File: config.mk
export PLATFORM = sky130hd
export DESIGN_NAME = dbus_req_arbiter
export DESIGN_NICKNAME = d
export VERILOG_FILES = /design/src/rtl/dbus_req_arbiter.sv
export SDC_FILE = /design/constraint.sdc
export NUM_CORES = 1
export LEC_CHECK = 0
export BUFFER_PORTS_ARGS = -buffer_cell sky130_fd_sc_hd__buf_2
export CAP_MARGIN = 5
export CORE_AREA = 5 5 109 111
export CTS_CLUSTER_DIAMETER = 150
export DETAILED_ROUTE_END_ITERATION = 6
export DIE_AREA = 0 0 114 116
export SLEW_MARGIN = 30
export SYNTH_ARGS = -nofsm -noshare
export SYNTH_HDL_FRONTEND = slang
export SYNTH_SLANG_ARGS = --single-unit
File: constraint.sdc
create_clock -name clk -period 6.33 [get_ports clk]
set_input_delay 0.3165 -clock clk [delete_from_list [all_inputs] [get_ports clk]]
set_output_delay 0.3165 -clock clk [all_outputs]
set_load 0.005 [all_outputs]
File: src/rtl/dbus_req_arbiter.sv
// dbus_req_arbiter
//   Shares the single data-bus port between two masters. M0 is the commit-stage
//   load/store/cache-op port and normally has priority. M1 is the secondary master
//   (store drain / cache-op walker) and is guaranteed a grant after waiting
//   STARVE_LIMIT cycles. Accepted requests are tracked in issue order, so each bus
//   response is routed back to the master that issued it.
//
// Ports
//   clk, reset            clock; synchronous active-low reset
//   m0_* / m1_*           master request channels: req, wr, addr, size, wstrb, wdata in;
//                         addr_ok (request accepted) and data_ok (response) out
//   rdata                 bus read data, shared by both masters, valid with mX_data_ok
//   bus_req, bus_wr, bus_addr, bus_size, bus_wstrb, bus_wdata
//                         request and payload of the granted master
//   bus_addr_ok           bus accepted bus_req this cycle
//   bus_data_ok           bus returns the oldest outstanding response this cycle
//   bus_rdata             bus read data
//   busy                  at least one accepted request still waits for its response
//   err_spurious          sticky: a response arrived while nothing was outstanding
module dbus_req_arbiter #(
    parameter int MAX_OUT      = 4,
    parameter int STARVE_LIMIT = 8
) (
    input  logic        clk,
    input  logic        reset,
    input  logic        m0_req,
    input  logic        m0_wr,
    input  logic [31:0] m0_addr,
    input  logic [1:0]  m0_size,
    input  logic [3:0]  m0_wstrb,
    input  logic [31:0] m0_wdata,
    output logic        m0_addr_ok,
    output logic        m0_data_ok,
    input  logic        m1_req,
    input  logic        m1_wr,
    input  logic [31:0] m1_addr,
    input  logic [1:0]  m1_size,
    input  logic [3:0]  m1_wstrb,
    input  logic [31:0] m1_wdata,
    output logic        m1_addr_ok,
    output logic        m1_data_ok,
    output logic [31:0] rdata,
    output logic        bus_req,
    output logic        bus_wr,
    output logic [31:0] bus_addr,
    output logic [1:0]  bus_size,
    output logic [3:0]  bus_wstrb,
    output logic [31:0] bus_wdata,
    input  logic        bus_addr_ok,
    input  logic        bus_data_ok,
    input  logic [31:0] bus_rdata,
    output logic        busy,
    output logic        err_spurious
);

    localparam int PW = $clog2(MAX_OUT);
    localparam int CW = PW + 1;
    localparam int SW = $clog2(STARVE_LIMIT + 1);

    logic               grant_lock;
    logic               lock_id;
    logic [MAX_OUT-1:0] id_q;
    logic [PW-1:0]      rd_ptr;
    logic [PW-1:0]      wr_ptr;
    logic [CW-1:0]      count;
    logic [SW-1:0]      starve_cnt;

    logic grant;        // 0 = M0, 1 = M1
    logic lock_live;
    logic starved;
    logic push;
    logic pop;

    // A lock whose master withdrew its request is stale: arbitrate normally so
    // nothing is pushed on its behalf, and the lock is rewritten this cycle.
    assign lock_live = grant_lock & (lock_id ? m1_req : m0_req);
    assign starved   = (starve_cnt >= SW'(STARVE_LIMIT)) & m1_req;

    always_comb begin
        grant = 1'b0;
        if (lock_live)
            grant = lock_id;
        else if (m0_req & ~starved)
            grant = 1'b0;
        else if (m1_req)
            grant = 1'b1;
    end

    // Depends only on registered count, never on bus_data_ok.
    assign bus_req   = (m0_req | m1_req) & (count < CW'(MAX_OUT));
    assign bus_wr    = grant ? m1_wr    : m0_wr;
    assign bus_addr  = grant ? m1_addr  : m0_addr;
    assign bus_size  = grant ? m1_size  : m0_size;
    assign bus_wstrb = grant ? m1_wstrb : m0_wstrb;
    assign bus_wdata = grant ? m1_wdata : m0_wdata;

    assign push       = bus_req & bus_addr_ok;
    assign pop        = bus_data_ok & (count != '0);
    assign m0_addr_ok = push & ~grant;
    assign m1_addr_ok = push & grant;
    assign m0_data_ok = pop & ~id_q[rd_ptr];
    assign m1_data_ok = pop & id_q[rd_ptr];
    assign rdata      = bus_rdata;
    assign busy       = (count != '0);

    always_ff @(posedge clk) begin
        if (!reset) begin
            grant_lock   <= 1'b0;
            lock_id      <= 1'b0;
            id_q         <= '0;
            rd_ptr       <= '0;
            wr_ptr       <= '0;
            count        <= '0;
            starve_cnt   <= '0;
            err_spurious <= 1'b0;
        end else begin
            // Hold the shown grant until the bus takes it so the payload stays stable.
            grant_lock <= bus_req & ~bus_addr_ok;
            lock_id    <= grant;

            if (push) begin
                id_q[wr_ptr] <= grant;
                wr_ptr       <= wr_ptr + PW'(1);
            end
            if (pop)
                rd_ptr <= rd_ptr + PW'(1);

            case ({push, pop})
                2'b10:   count <= count + CW'(1);
                2'b01:   count <= count - CW'(1);
                default: count <= count;
            endcase

            if (m1_req & ~m1_addr_ok) begin
                if (starve_cnt < SW'(STARVE_LIMIT))
                    starve_cnt <= starve_cnt + SW'(1);
            end else begin
                starve_cnt <= '0;
            end

            if (bus_data_ok & (count == '0))
                err_spurious <= 1'b1;
        end
    end

endmodule

# After elaboration in Yosys (flattened, before gate mapping)
# Cells that the tools add are included.
dict set report word_totals {
  reg_bits 18
  word_cells 60
}
dict set report op_classes {
  n_addsub 5
  order_cmp 6
  eq_ne 2
  muxes 15
  n_bitwise 19
  n_reduce_logical 5
}
# operator n
set ops {}
lappend ops {{two-way mux 32 bit} 2}
lappend ops {{AND 1 bit} 13}
lappend ops {{two-way mux 1 bit} 7}
lappend ops {{< comparator 2 x 3 -> 1 bit (second input constant)} 2}
lappend ops {{case mux 3 bit (2 select lines)} 1}
lappend ops {{inverter 1 bit} 5}
lappend ops {{adder 2 x 1 -> 2 bit (second input constant)} 2}
lappend ops {{adder 4 x 1 -> 4 bit (second input constant)} 1}
lappend ops {{bitwise mux 4 bit} 1}
lappend ops {{>= comparator 4 bit (second input constant)} 1}
lappend ops {{< comparator 4 bit (second input constant)} 1}
lappend ops {{two-way mux 4 bit} 1}
lappend ops {{adder 3 x 1 -> 3 bit (second input constant)} 1}
lappend ops {{logical NOT 3 bit} 1}
lappend ops {{< comparator 3 bit (second input constant)} 1}
lappend ops {{nonzero test 3 bit} 1}
lappend ops {{subtractor 3 x 1 -> 3 bit (second input constant)} 1}
lappend ops {{binary-select mux 1 bit (select 2 bit)} 1}
lappend ops {{demux 1 bit (select 2 bit)} 1}
lappend ops {{== test 2 x 1 -> 1 bit (second input constant)} 1}
lappend ops {{== test 2 bit (second input constant)} 1}
lappend ops {{>= comparator 2 x 1 -> 1 bit (second input constant)} 1}
lappend ops {{two-way mux 2 bit} 1}
lappend ops {{AND reduction 2 bit} 1}
lappend ops {{other kinds (3)} 3}

# Depth between registers and ports, before layout
dict set report depth {
  word_depth 10
  depth_mapped 10
  ltp_nobuf 9
}

# Worst setup path before layout
# No wires, ideal clock.
dict set report synth_path {
  kind {input -> register}
  start {in m1_req}
  end {reg count[2]}
  arrival_ns 2.253
  t_required_ns 6.257
  slack_ns 4.004
  stages 10
  path_buffers 1
  cell_sequence {buf_4 -> o21bai_1 -> nor2_1 -> clkinv_1 -> ha_1 -> inv_1 -> fa_1 -> xor2_1 -> or3_1 -> a21oi_1}
}
dict set report synth_between {
  elab_chain_len 5
}
# item line
set synth_lines {}
lappend synth_lines {{start: declaration} 34} ;# input logic m1_req,
lappend synth_lines {{OR 1 bit *} 90} ;# assign bus_req = (m0_req | m1_req) & (count < CW'(MAX_OUT));
lappend synth_lines {{AND 1 bit *} 90}
lappend synth_lines {{AND 1 bit *} 97} ;# assign push = bus_req & bus_addr_ok;
lappend synth_lines {{== test 2 x 1 -> 1 bit / == test 2 bit (equally long branches)} 128} ;# case ({push, pop})
lappend synth_lines {{case mux 3 bit (2 select lines) / nonzero test 2 bit (equally long branches)} -}
lappend synth_lines {{end signal: assignment} 129} ;# 2'b10: count <= count + CW'(1);
lappend synth_lines {{end signal: assignment} 130} ;# 2'b01: count <= count - CW'(1);
lappend synth_lines {{end signal: assignment} 131} ;# default: count <= count;
lappend synth_lines {{end: declaration} 65} ;# logic [CW-1:0] count;
# Mark *: on every way between the ends. The rest lies on a longest branch, timed or not.
# A chain may end at the register's enable or synchronous reset.

# Final worst setup path
dict set report layout_path {
  start {reg starve_cnt[3]}
  end {out bus_wr}
}
dict set report layout_between {
  elab_chain_len 7
}
# item line
set layout_lines {}
lappend layout_lines {{start: declaration} 66} ;# logic [SW-1:0] starve_cnt;
lappend layout_lines {{start signal: assignment} 136} ;# starve_cnt <= starve_cnt + SW'(1);
lappend layout_lines {{>= comparator 4 bit} 77} ;# assign starved = (starve_cnt >= SW'(STARVE_LIMIT)) & m1_req;
lappend layout_lines {{AND 1 bit} 77}
lappend layout_lines {{inverter 1 bit} 83} ;# else if (m0_req & ~starved)
lappend layout_lines {{AND 1 bit} 83}
lappend layout_lines {{two-way mux 1 bit} 83}
lappend layout_lines {{two-way mux 1 bit} 81} ;# if (lock_live)
lappend layout_lines {{two-way mux 1 bit} 91} ;# assign bus_wr = grant ? m1_wr : m0_wr;
lappend layout_lines {{end: declaration} 44} ;# output logic bus_wr,
# No other way between the ends.

==> metrics.txt <==
# TYPE chip_impl_metric gauge
chip_impl_metric{name="num-fill-cells",unit=""} 1178
chip_impl_metric{name="leakagePower",unit="nW"} 1.59
chip_impl_metric{name="grt_max_degree",unit=""} 72
chip_impl_metric{name="post_synth_inst_count",unit=""} 215
chip_impl_metric{name="detail_route.first_pass.iterations",unit=""} 4
chip_impl_metric{name="net-switching-power",unit="W"} 0.000177
chip_impl_info{name="cp-end-kind",value="output port"} 1
chip_impl_metric{name="crit_path_buf_inv_count",unit=""} 2
chip_impl_metric{name="post-route-util",unit=""} 0.289
chip_impl_metric{name="power.share.combinational",unit=""} 0.511
chip_impl_metric{name="n_antenna_cell",unit=""} 0
chip_impl_metric{name="post_cts_hold_buffer_count",unit=""} 0
chip_impl_metric{name="vdd_drop_max",unit="mV"} 0.0776
chip_impl_metric{name="fp-row-count",unit=""} 38
chip_impl_metric{name="preCtsSetupSlack",unit="ns"} 3.61
chip_impl_metric{name="ys_types",unit=""} 29
chip_impl_metric{name="layout-area-overhead-vs-synth",unit="%"} 50.8
chip_impl_metric{name="coreArea",unit="um^2"} 10700
chip_impl_metric{name="final_antenna_net_count",unit=""} 0
chip_impl_metric{name="buffer_ports.inserted",unit=""} 225
chip_impl_metric{name="drv_cap",unit=""} 0
chip_impl_metric{name="cts_buffer_depth",unit=""} 2
chip_impl_metric{name="p_total",unit="W"} 0.000500
chip_impl_metric{name="wirelength",unit="um"} 10500
chip_impl_metric{name="pwr-share-clk",unit=""} 0.187
chip_impl_metric{name="synth-seq-cells",unit=""} 18
chip_impl_metric{name="nets",unit=""} 593
chip_impl_metric{name="final_layout_size_suffix_gt1_frac",unit=""} 0.738
chip_impl_metric{name="cp_max_fo",unit=""} 71
chip_impl_info{name="status",value="completed"} 1
chip_impl_metric{name="synthesis.area_per_instance",unit="um^2"} 9.54
chip_impl_info{name="cell_class_contributing_the_biggest_share_of_worst_path_delay",value="buffers and inverters"} 1
chip_impl_info{name="timing_worst_setup_path_type",value="reg2out"} 1
chip_impl_metric{name="clk_latency",unit="ns"} 0.25
chip_impl_metric{name="drt_iter0_markers",unit=""} 46
chip_impl_metric{name="post_route_clock_skew",unit="ns"} 0.00340
chip_impl_metric{name="cts_htree_levels",unit=""} 1
chip_impl_metric{name="die-area",unit="um^2"} 13200
chip_impl_metric{name="dp.final_hpwl",unit="um"} 9640
chip_impl_metric{name="finalSetupViolations",unit=""} 0
chip_impl_metric{name="grt_ovf",unit=""} 0
chip_impl_info{name="path_common_cell",value="sky130_fd_sc_hd__mux2_2"} 1
chip_impl_metric{name="initial_utilization",unit=""} 0.192
chip_impl_metric{name="first_global_vias",unit=""} 2436
chip_impl_info{name="mostFrequentLayoutCells",value="sky130_fd_sc_hd__buf_2 (225), sky130_fd_sc_hd__mux2_2 (66), sky130_fd_sc_hd__dfxtp_1 (18)"} 1
chip_impl_metric{name="drt_drc_violations_left",unit=""} 0
chip_impl_info{name="crit_chain",value="mux2_2 -> o21ai_4 -> buf_4 -> mux2_2 -> buf_2"} 1
chip_impl_info{name="final_common_cell",value="sky130_fd_sc_hd__buf_2"} 1
chip_impl_info{name="cp-start-kind",value="flip-flop"} 1
chip_impl_info{name="worst_hold_check_path_type",value="in2reg"} 1
chip_impl_metric{name="cell_internal_pwr",unit="W"} 0.000323
chip_impl_metric{name="path_clk_slew",unit="ns"} 0.06
chip_impl_info{name="tritoncts",value="yes"} 1
chip_impl_metric{name="cts_buffers",unit=""} 3
chip_impl_metric{name="number_of_pins_with_negative_max_slew_slack_in_the_final_report",unit=""} 0
chip_impl_info{name="setup_repair_after_global_routing_missed_its_margin",value="false"} 1
chip_impl_metric{name="cts.repair.resized",unit=""} 0
chip_impl_info{name="slowest_stage",value="sky130_fd_sc_hd__buf_4"} 1
chip_impl_metric{name="cp.arrival",unit="ns"} 2.45
chip_impl_metric{name="worst_slew_pin_slew",unit="ns"} 0.875
chip_impl_metric{name="power.density_cell_area",unit="nW/um^2"} 162
chip_impl_metric{name="total_routing_usage_gr",unit=""} 0.143
chip_impl_metric{name="global_route_wire_length_before_repair",unit="um"} 14000
chip_impl_metric{name="gp_congestion",unit=""} 0.824
chip_impl_metric{name="die_w",unit="um"} 114
chip_impl_info{name="root_buffer",value="sky130_fd_sc_hd__clkbuf_8"} 1
chip_impl_metric{name="yosysSeqAreaShare",unit=""} 0.176
chip_impl_metric{name="critPathRequiredTime",unit="ns"} 6.01
chip_impl_metric{name="final.setup.worst_slack",unit="ns"} 3.56
chip_impl_metric{name="finalSetupTns",unit="ns"} 0
chip_impl_metric{name="avgRoutedWirePerCell",unit="um"} 19.3
chip_impl_metric{name="fin_crit",unit="ns"} 2.77
chip_impl_metric{name="timing_hold_violations_final",unit=""} 0
chip_impl_metric{name="worst_path_largest_cell_delay",unit="ns"} 0.66
chip_impl_metric{name="p_seq_frac",unit=""} 0.302
chip_impl_metric{name="finalCritPeriodShare",unit=""} 0.437
chip_impl_metric{name="antenna_found_initial",unit=""} 2
chip_impl_metric{name="via_count",unit=""} 2296
chip_impl_metric{name="final.hold.worst_slack",unit="ns"} 0.290
chip_impl_metric{name="worst_slew_margin_rel",unit=""} 0.416
chip_impl_metric{name="sw_frac_of_total",unit=""} 0.354
chip_impl_metric{name="synth.net_count",unit=""} 403
chip_impl_metric{name="die_h",unit="um"} 116
chip_impl_metric{name="avgViaCountPerCell",unit=""} 4.22
chip_impl_metric{name="synth_area",unit="um^2"} 2050
chip_impl_metric{name="number_of_clock_sinks",unit=""} 18
chip_impl_metric{name="yosys_warnings",unit=""} 0
chip_impl_metric{name="max_freq",unit="GHz"} 0.362
chip_impl_metric{name="cts_post_setup_buffers_inserted",unit=""} 0
chip_impl_metric{name="num_ports",unit=""} 290
==> metal layers <==
metal | share of wire | global-route usage | up-vias | routed length (um)
met3 | 0.061 | 0.0225 | 8 | 642
met4 | 0.010 | 0.0301 | 0 | 105
li1 | - | - | 1109 | -
met2 | 0.61 | 0.297 | 146 | 6390
met5 | 0 | 0 | - | 0
met1 | 0.32 | 0.148 | 1033 | 3370
==> cells in the mapped netlist <==
cell type / n / area (um^2)
sky130_fd_sc_hd__nor3_1: 2 / 10.0
sky130_fd_sc_hd__buf_4: 35 / 263
sky130_fd_sc_hd__o21ai_4: 1 / 16.3
sky130_fd_sc_hd__a31oi_1: 1 / 6.26
sky130_fd_sc_hd__a211oi_1: 4 / 30.0
sky130_fd_sc_hd__mux4_2: 1 / 22.5
sky130_fd_sc_hd__a21oi_1: 6 / 30.0
sky130_fd_sc_hd__dfxtp_1: 18 / 360
sky130_fd_sc_hd__nand3_1: 6 / 30.0
sky130_fd_sc_hd__o21bai_1: 1 / 7.51
sky130_fd_sc_hd__or3_1: 1 / 6.26
sky130_fd_sc_hd__clkbuf_1: 1 / 3.75
sky130_fd_sc_hd__nand2b_1: 1 / 6.26
sky130_fd_sc_hd__fa_1: 1 / 20.0
sky130_fd_sc_hd__clkinv_1: 2 / 7.51
sky130_fd_sc_hd__mux2_1: 6 / 67.6
sky130_fd_sc_hd__o21ai_0: 3 / 15.0
sky130_fd_sc_hd__xnor2_1: 1 / 8.76
sky130_fd_sc_hd__nand2_1: 1 / 3.75
sky130_fd_sc_hd__mux2_2: 66 / 743
sky130_fd_sc_hd__o31ai_1: 5 / 37.5
sky130_fd_sc_hd__ha_1: 7 / 87.6
sky130_fd_sc_hd__mux2i_1: 1 / 10.0
sky130_fd_sc_hd__xor2_1: 5 / 43.8
sky130_fd_sc_hd__nor2_1: 11 / 41.3
sky130_fd_sc_hd__o311ai_0: 5 / 43.8
sky130_fd_sc_hd__nor2b_1: 2 / 12.5
sky130_fd_sc_hd__buf_6: 5 / 56.3
sky130_fd_sc_hd__inv_1: 16 / 60.1
==> kinds of logic after synthesis <==
group           after synthesis  share of synthesized area
fa+ha+maj                     8                     0.0525
xor+xnor                      6                     0.0256
buf+inv                      59                      0.190
compound gates               26                     0.0909
mux                          74                      0.411
flops                        18                      0.176
simple gates                 24                     0.0537
==> stage by stage <==
stage          std cells  area (um^2)
6_report             544         3090
5_1_grt              544         3090
4_1_cts              544         3090
3_5_place_dp         540         3040
3_3_place_gp         540         3040
2_1_floorplan        215         2050
==> power by group through the flow <==
stage          registers (W)  logic, W  clock network, W
5_1_grt             0.000154  0.000285          0.000103
4_1_cts             0.000151  0.000259         0.0000965
3_3_place_gp        0.000152  0.000250                 0
3_5_place_dp        0.000153  0.000256                 0
2_1_floorplan       0.000148  0.000159                 0
6_report            0.000151  0.000256         0.0000934
==> flip-flops by register name, indices dropped and copies added, names as in the netlist <==
name / cells
count: 3
lock_id: 1
starve_cnt: 4
grant_lock: 1
err_spurious: 1
rd_ptr: 2
id_q: 4
wr_ptr: 2
==> final cells by class <==
cell class / instances / area [um^2] / area share
inverter: 18 / 67.6 / 0.0219
clock buffer: 4 / 55.1 / 0.0178
sequential: 18 / 360 / 0.117
tap: 140 / 175 / 0.0567
timing repair buffer: 226 / 1130 / 0.367
multi-input combinational: 138 / 1300 / 0.420
==> path summary, 6_finish.rpt <==
| check | slack, ns | start | cells after the start | endpoint |
|---|---|---|---|---|
| setup / recovery | 3.56 | starve_cnt[3] | 5 | bus_wr |
| setup reg to reg | 3.78 | count[2] | 9 | count[2] |
| hold / removal | 0.29 | bus_addr_ok | 2 | grant_lock |
| hold reg to reg | 0.47 | err_spurious | 2 | err_spurious |
(Power assumes the default switching activity.)
